## config.mk

```make
export PLATFORM = sky130hd
export DESIGN_NAME = alu_seq_exec
export DESIGN_NICKNAME = d
export VERILOG_FILES = /design/src/rtl/alu_pkg.sv /design/src/rtl/alu_func_decode.sv /design/src/rtl/alu_seq_exec.sv
export SDC_FILE = /design/constraint.sdc
export NUM_CORES = 1
export LEC_CHECK = 0
export BUFFER_PORTS_ARGS = -buffer_cell sky130_fd_sc_hd__buf_4
export CAP_MARGIN = 20
export CORE_MARGIN = 3
export CORE_UTILIZATION = 25
export DETAILED_ROUTE_END_ITERATION = 16
export SETUP_SLACK_MARGIN = 0.4
export SLEW_MARGIN = 30
export SYNTH_ARGS = -nofsm -noshare
export SYNTH_HDL_FRONTEND = slang
export SYNTH_SLANG_ARGS = --single-unit
```

## constraint.sdc

```tcl
create_clock -name clk -period 2.89 [get_ports clk]
set_input_delay 0.1445 -clock clk [delete_from_list [all_inputs] [get_ports clk]]
set_output_delay 0.1445 -clock clk [all_outputs]
set_load 0.01 [all_outputs]
```

## src/rtl/alu_pkg.sv

```systemverilog
// Shared encodings for the ALU control/execute stage: operation codes,
// func field codes, ALUOp encodings and the sequencer state type.
package alu_pkg;

  localparam int unsigned OP_W    = 4;
  localparam int unsigned FN_W    = 6;
  localparam int unsigned ALUOP_W = 2;

  // Decoded operation codes
  localparam logic [OP_W-1:0] OP_AND = 4'b0000;
  localparam logic [OP_W-1:0] OP_OR  = 4'b0001;
  localparam logic [OP_W-1:0] OP_ADD = 4'b0010;
  localparam logic [OP_W-1:0] OP_LS  = 4'b0011;
  localparam logic [OP_W-1:0] OP_SRS = 4'b0100;
  localparam logic [OP_W-1:0] OP_URS = 4'b0101;
  localparam logic [OP_W-1:0] OP_SUB = 4'b0110;
  localparam logic [OP_W-1:0] OP_SLT = 4'b0111;
  localparam logic [OP_W-1:0] OP_ROR = 4'b1000;
  localparam logic [OP_W-1:0] OP_ROL = 4'b1001;
  localparam logic [OP_W-1:0] OP_NOT = 4'b1111;

  // func field codes used when ALUOp selects func decode
  localparam logic [FN_W-1:0] FN_ADD = 6'b000000;
  localparam logic [FN_W-1:0] FN_NOT = 6'b000001;
  localparam logic [FN_W-1:0] FN_SUB = 6'b000010;
  localparam logic [FN_W-1:0] FN_AND = 6'b000100;
  localparam logic [FN_W-1:0] FN_OR  = 6'b000101;
  localparam logic [FN_W-1:0] FN_SLT = 6'b001010;
  localparam logic [FN_W-1:0] FN_URS = 6'b111001;
  localparam logic [FN_W-1:0] FN_SRS = 6'b111010;
  localparam logic [FN_W-1:0] FN_ROR = 6'b111011;
  localparam logic [FN_W-1:0] FN_LS  = 6'b111101;
  localparam logic [FN_W-1:0] FN_ROL = 6'b111110;

  // ALUOp encodings
  localparam logic [ALUOP_W-1:0] ALUOP_ADD  = 2'b00;
  localparam logic [ALUOP_W-1:0] ALUOP_SUB  = 2'b01;
  localparam logic [ALUOP_W-1:0] ALUOP_FUNC = 2'b10;
  localparam logic [ALUOP_W-1:0] ALUOP_ILL  = 2'b11;

  typedef enum logic [1:0] {
    IDLE  = 2'b00,
    SHIFT = 2'b01,
    DONE  = 2'b10
  } state_t;

  // Operations executed one bit per cycle by the sequencer
  function automatic logic is_shift_op(input logic [OP_W-1:0] op);
    return (op == OP_LS)  || (op == OP_URS) || (op == OP_SRS) ||
           (op == OP_ROR) || (op == OP_ROL);
  endfunction

endpackage

```

## src/rtl/alu_func_decode.sv

```systemverilog
// ALU control: maps (alu_op, func) to the 4-bit operation code and flags
// shift/rotate and undefined encodings. Illegal encodings report ADD.
module alu_func_decode
  import alu_pkg::*;
#(
  parameter int unsigned FUNC_W = 6
) (
  input  logic [ALUOP_W-1:0] alu_op,
  input  logic [FUNC_W-1:0]  func,
  output logic [OP_W-1:0]    operation_c,
  output logic               is_shift_c,
  output logic               illegal_c
);

  always_comb begin
    operation_c = OP_ADD;
    illegal_c   = 1'b0;
    case (alu_op)
      ALUOP_ADD: operation_c = OP_ADD;
      ALUOP_SUB: operation_c = OP_SUB;
      ALUOP_FUNC: begin
        case (func)
          FUNC_W'(FN_ADD): operation_c = OP_ADD;
          FUNC_W'(FN_SUB): operation_c = OP_SUB;
          FUNC_W'(FN_AND): operation_c = OP_AND;
          FUNC_W'(FN_OR):  operation_c = OP_OR;
          FUNC_W'(FN_NOT): operation_c = OP_NOT;
          FUNC_W'(FN_SLT): operation_c = OP_SLT;
          FUNC_W'(FN_LS):  operation_c = OP_LS;
          FUNC_W'(FN_URS): operation_c = OP_URS;
          FUNC_W'(FN_SRS): operation_c = OP_SRS;
          FUNC_W'(FN_ROR): operation_c = OP_ROR;
          FUNC_W'(FN_ROL): operation_c = OP_ROL;
          default:         illegal_c   = 1'b1;
        endcase
      end
      ALUOP_ILL: illegal_c = 1'b1;
      default:   illegal_c = 1'b1;
    endcase
  end

  assign is_shift_c = is_shift_op(operation_c) && !illegal_c;

endmodule

```

## src/rtl/alu_seq_exec.sv

```systemverilog
// Handshaked ALU execute stage: single-cycle arithmetic/logic ops and
// iterative one-bit-per-cycle shifts/rotates, with a held DONE result.
module alu_seq_exec
  import alu_pkg::*;
#(
  parameter int unsigned WIDTH   = 8,
  parameter int unsigned SHAMT_W = $clog2(WIDTH),
  parameter int unsigned FUNC_W  = 6
) (
  input  logic               clk,
  input  logic               rst,
  input  logic               in_valid,
  output logic               in_ready,
  input  logic [1:0]         alu_op,
  input  logic [FUNC_W-1:0]  func,
  input  logic [WIDTH-1:0]   a,
  input  logic [WIDTH-1:0]   b,
  output logic               out_valid,
  input  logic               out_ready,
  output logic [WIDTH-1:0]   result,
  output logic [OP_W-1:0]    operation,
  output logic               zero,
  output logic               illegal
);

  state_t             state;
  logic [WIDTH-1:0]   work;
  logic [SHAMT_W-1:0] cnt;

  logic [OP_W-1:0]    dec_op;
  logic               dec_shift;
  logic               dec_illegal;
  logic [SHAMT_W-1:0] shamt;
  logic               accept;
  logic               start_shift;
  logic [WIDTH-1:0]   exec_res;
  logic [WIDTH-1:0]   step_res;

  alu_func_decode #(
    .FUNC_W (FUNC_W)
  ) u_decode (
    .alu_op      (alu_op),
    .func        (func),
    .operation_c (dec_op),
    .is_shift_c  (dec_shift),
    .illegal_c   (dec_illegal)
  );

  assign shamt       = b[SHAMT_W-1:0];
  assign accept      = in_valid && in_ready;
  assign start_shift = dec_shift && (shamt != '0);

  // Single-cycle result at acceptance; a zero-amount shift passes a through
  always_comb begin
    exec_res = '0;
    if (dec_illegal) begin
      exec_res = '0;
    end else if (dec_shift) begin
      exec_res = a;
    end else begin
      case (dec_op)
        OP_ADD:  exec_res = a + b;
        OP_SUB:  exec_res = a - b;
        OP_AND:  exec_res = a & b;
        OP_OR:   exec_res = a | b;
        OP_NOT:  exec_res = ~a;
        OP_SLT:  exec_res = {{(WIDTH-1){1'b0}}, ($signed(a) < $signed(b))};
        default: exec_res = '0;
      endcase
    end
  end

  // One-bit step of the latched shift/rotate operation on the work register
  always_comb begin
    step_res = work;
    case (operation)
      OP_LS:   step_res = {work[WIDTH-2:0], 1'b0};
      OP_URS:  step_res = {1'b0, work[WIDTH-1:1]};
      OP_SRS:  step_res = {work[WIDTH-1], work[WIDTH-1:1]};
      OP_ROR:  step_res = {work[0], work[WIDTH-1:1]};
      OP_ROL:  step_res = {work[WIDTH-2:0], work[WIDTH-1]};
      default: step_res = work;
    endcase
  end

  // Sequencer with registered handshake and result outputs
  always_ff @(posedge clk or posedge rst) begin
    if (rst) begin
      state     <= IDLE;
      in_ready  <= 1'b1;
      out_valid <= 1'b0;
      result    <= '0;
      operation <= OP_ADD;
      zero      <= 1'b0;
      illegal   <= 1'b0;
      work      <= '0;
      cnt       <= '0;
    end else begin
      case (state)
        IDLE: begin
          if (accept) begin
            in_ready  <= 1'b0;
            operation <= dec_op;
            illegal   <= dec_illegal;
            if (start_shift) begin
              work  <= a;
              cnt   <= shamt;
              state <= SHIFT;
            end else begin
              result    <= exec_res;
              zero      <= (exec_res == '0);
              out_valid <= 1'b1;
              state     <= DONE;
            end
          end
        end
        SHIFT: begin
          work <= step_res;
          cnt  <= cnt - SHAMT_W'(1);
          if (cnt == SHAMT_W'(1)) begin
            result    <= step_res;
            zero      <= (step_res == '0);
            out_valid <= 1'b1;
            state     <= DONE;
          end
        end
        DONE: begin
          if (out_ready) begin
            out_valid <= 1'b0;
            in_ready  <= 1'b1;
            state     <= IDLE;
          end
        end
        default: begin
          out_valid <= 1'b0;
          in_ready  <= 1'b1;
          state     <= IDLE;
        end
      endcase
    end
  end

endmodule

```

==> metrics <==
largest net degree at the start of global routing=30; CP bufs+invs=2; period utilisation layout=0.860; syn_nets=480; CTS Buf Count=5; Worst Path Arrival=between 2 and 3 ns; CP top delay family=simple AND/OR/NAND/NOR gates; status=completed; slowest library cell on the worst path=or3b_4; Setup Crit Path Kind=input port to flip-flop; fillers=between 1000 and 1500; # diodes=0; syn avg cell area=7.60 um2; total grt overflow=0; Synth Area in Simple Gates=0.247; P&R area growth vs syn=32.6%; Post-DRT Antenna Nets=0; VDD IR max=~0.00019 V; Hold Path Class=input port to flip-flop; Die W=119 um; Cells after Synth=421; total wire length=around 11000 um; main combinational cell family by area after synthesis=compound AO/OA/AOI/OAI gates; min Tclk post-route=between 2 and 2.5 ns; CTS tree=done; RSZ-0062 raised after global routing=true; library cells used by synthesis=71; Max-Cap Viols=0; final hold violation count=0; critical path fanouts, max=4; post-DP HPWL=8500 um; Starting Density=0.261; multiplexer area fraction after synthesis=0.00938; Synth Flop Type=dfrtp_1; TritonRoute pass-1 iters=5; vias in the first global route=~3300; Worst Setup Start Kind=input port; sequential area share after synthesis=0.228; Post-synth EDFFs=0; PD cells=between 300 and 400 nW/um2; max-slew violations=0; Row Count=40; Die ar.=~14000 um2; skew final=0.00610 ns; DRC violations left=0; Pwr Total=1.46 mW; xor/xnor share of the synthesized area=0.0383; critical path's most frequent cell=buf_6; ratio of cells with drive above 1 in the final layout=0.265; clk slew on worst S/H paths=about 0.050 ns; post-DR wirelength/cell=16.0 um; Core Region=12300 um2; antenna violations before repair=0; CP max stage delay=between 0.4 and 0.5 ns; Slew Limit Headroom=0.606; chip height=between 100 and 150 um; fmax=0.402 GHz; I/O Buffers=43; DR iter-0 viols=a little under 200; crit path capture type=flip-flop; DR vias=roughly 3500; CTS max path bufs=2; setup violators final=0; asr flop ratio synth=1.00; Vias/cell=about 5.3; Layout Nets=between 500 and 600; CTS H-tree depth=2; Synth Cell Area=3200 um2; Compound-Gate Fraction of Synth Area=0.289; FF+latch count, synth=29; GPL Wtd Cong=~0.91; Worst Tran Pin Value=approximately 0.59 ns; adder-cell share of the synthesized area=0.126; YS warnings=0; P_leak=roughly 1.8 nW; Root Driver=clkbuf_16; worst path cell trace=buf_6 -> or3b_4 -> a21o_1 -> a211o_4 -> and4_4 -> or2_4 -> buf_6 -> a2111oi_4 -> nor2_2 -> or3_1 -> o21ai_1; clk_lat worst skew=roughly 0.27 ns; num ports=44; total track usage=0.144; TNS Setup=0 ns; first-pass GRT wire length=roughly 17000 um; WP data required=a little over 3 ns; Clock Sinks=29
-- registers in the layout, summed over array words and instances, names as in the netlist --
signal	count
cnt	3
illegal	1
in_ready	1
operation	4
out_valid	1
result	8
state	2
work	8
zero	1
-- layer usage --
metal	up-vias	wire, um	GRT usage
met3	12	724	0.0242
met2	143	4950	0.232
met4	0	180	0.0391
met5	-	0	0
met1	1680	4770	0.199
li1	1673	-	-
-- Yosys cell counts (7+ instances only) --
master,n,area (um2)
clkbuf_1,14,52.6
ha_1,29,363
nand2b_1,7,43.8
nand2_1,45,169
nand3_1,12,60.1
xnor2_1,12,105
nor2_1,44,165
a31oi_1,7,43.8
inv_1,29,109
o21ai_0,25,125
a21oi_1,38,190
dfrtp_1,27,676
nor3_1,13,65.1
nor2b_1,8,50.1
-- power breakdown --
group / leakage [nW] / internal (mW) / switching (mW) / total [mW]
Sequential: 0.356 / 0.407 / 0 / 0.407
Combinational: 1.41 / 0.198 / 0.255 / 0.453
Clock: 0.0841 / 0.429 / 0.174 / 0.603
-- layout make-up --
type | count | area, um2 | area share
Clock buffer | 7 | 143 | 0.0336
Multi-Input combinational cell | 345 | 2370 | 0.560
Timing Repair Buffer | 84 | 648 | 0.153
Sequential cell | 29 | 728 | 0.172
Inverter | 29 | 109 | 0.0257
Clock inverter | 1 | 30.0 | 0.00708
Tap cell | 168 | 210 | 0.0495
-- through the flow --
step                      cell area [um2]  setup slack [ns]  cells  hold slack, ns  utilization
final                                4240             0.405    663           0.119        0.346
after CTS                            4100             0.412    657           0.115        0.335
after detailed placement             3910            0.0459    647           0.262        0.319
after floorplan                      3220             0.345    421           0.221            -
after global routing                 4240             0.324    663           0.146        0.346
after global placement               3910            0.0688    647           0.394        0.319
-- final timing paths --
| path | from | slack, ns | depth (start not counted) | endpoint |
|---|---|---|---|---|
| setup / recovery | func[1] | 0.41 | 11 | zero |
| hold / removal | out_ready | 0.12 | 3 | in_ready |
| max in group asynchronous | rst | 1.99 | 3 | work[4] |
| setup reg to reg | operation[3] | 0.51 | 8 | zero |
| min in group asynchronous | rst | 0.50 | 3 | out_valid |
| hold reg to reg | illegal | 0.49 | 2 | illegal |
-- worst register-to-register path: stages, from the launching register on --
cell	delay (ns)
dfrtp_1	0.49
or3b_2	0.49
a21oi_1	0.16
buf_4	0.17
nor2_1	0.11
a21oi_1	0.28
nand4_1	0.14
o41a_1	0.39
o21ai_1	0.07
-- logic make-up (layout without fill, tap and decap cells) --
| kind of cell | count (synthesis) | count (layout) |
|---|---|---|
| multiplexers | 3 | 3 |
| buffers and inverters | 48 | 121 |
| AND/OR/NAND/NOR | 161 | 162 |
| flip-flops | 29 | 29 |
| AO/OA/AOI/OAI | 135 | 135 |
| adder cells (fa/ha/maj) | 31 | 31 |
| XOR/XNOR | 14 | 14 |
-- repair_timing --
action,in CTS,in global routing
hold buffers,1,0
gates cloned,0,1
hold endpoints to repair,27,0
gates resized for setup,2,26
pin swaps,1,16
setup buffers,1,5
setup endpoints to repair,1,15
-- cells in the final DEF, fill, tap and decap left out, types with 7 or more instances in the layout --
cell type   n
nor2b_1     8
nor2_1     41
nand2b_1    7
inv_1      28
nand3_1    11
buf_4      79
nor3_1     12
nand2_1    42
o21ai_0    23
a31oi_1     7
ha_1       29
dfrtp_1    27
a21oi_1    36
xnor2_1    12
No activity file was read; power rests on OpenSTA's default activity.
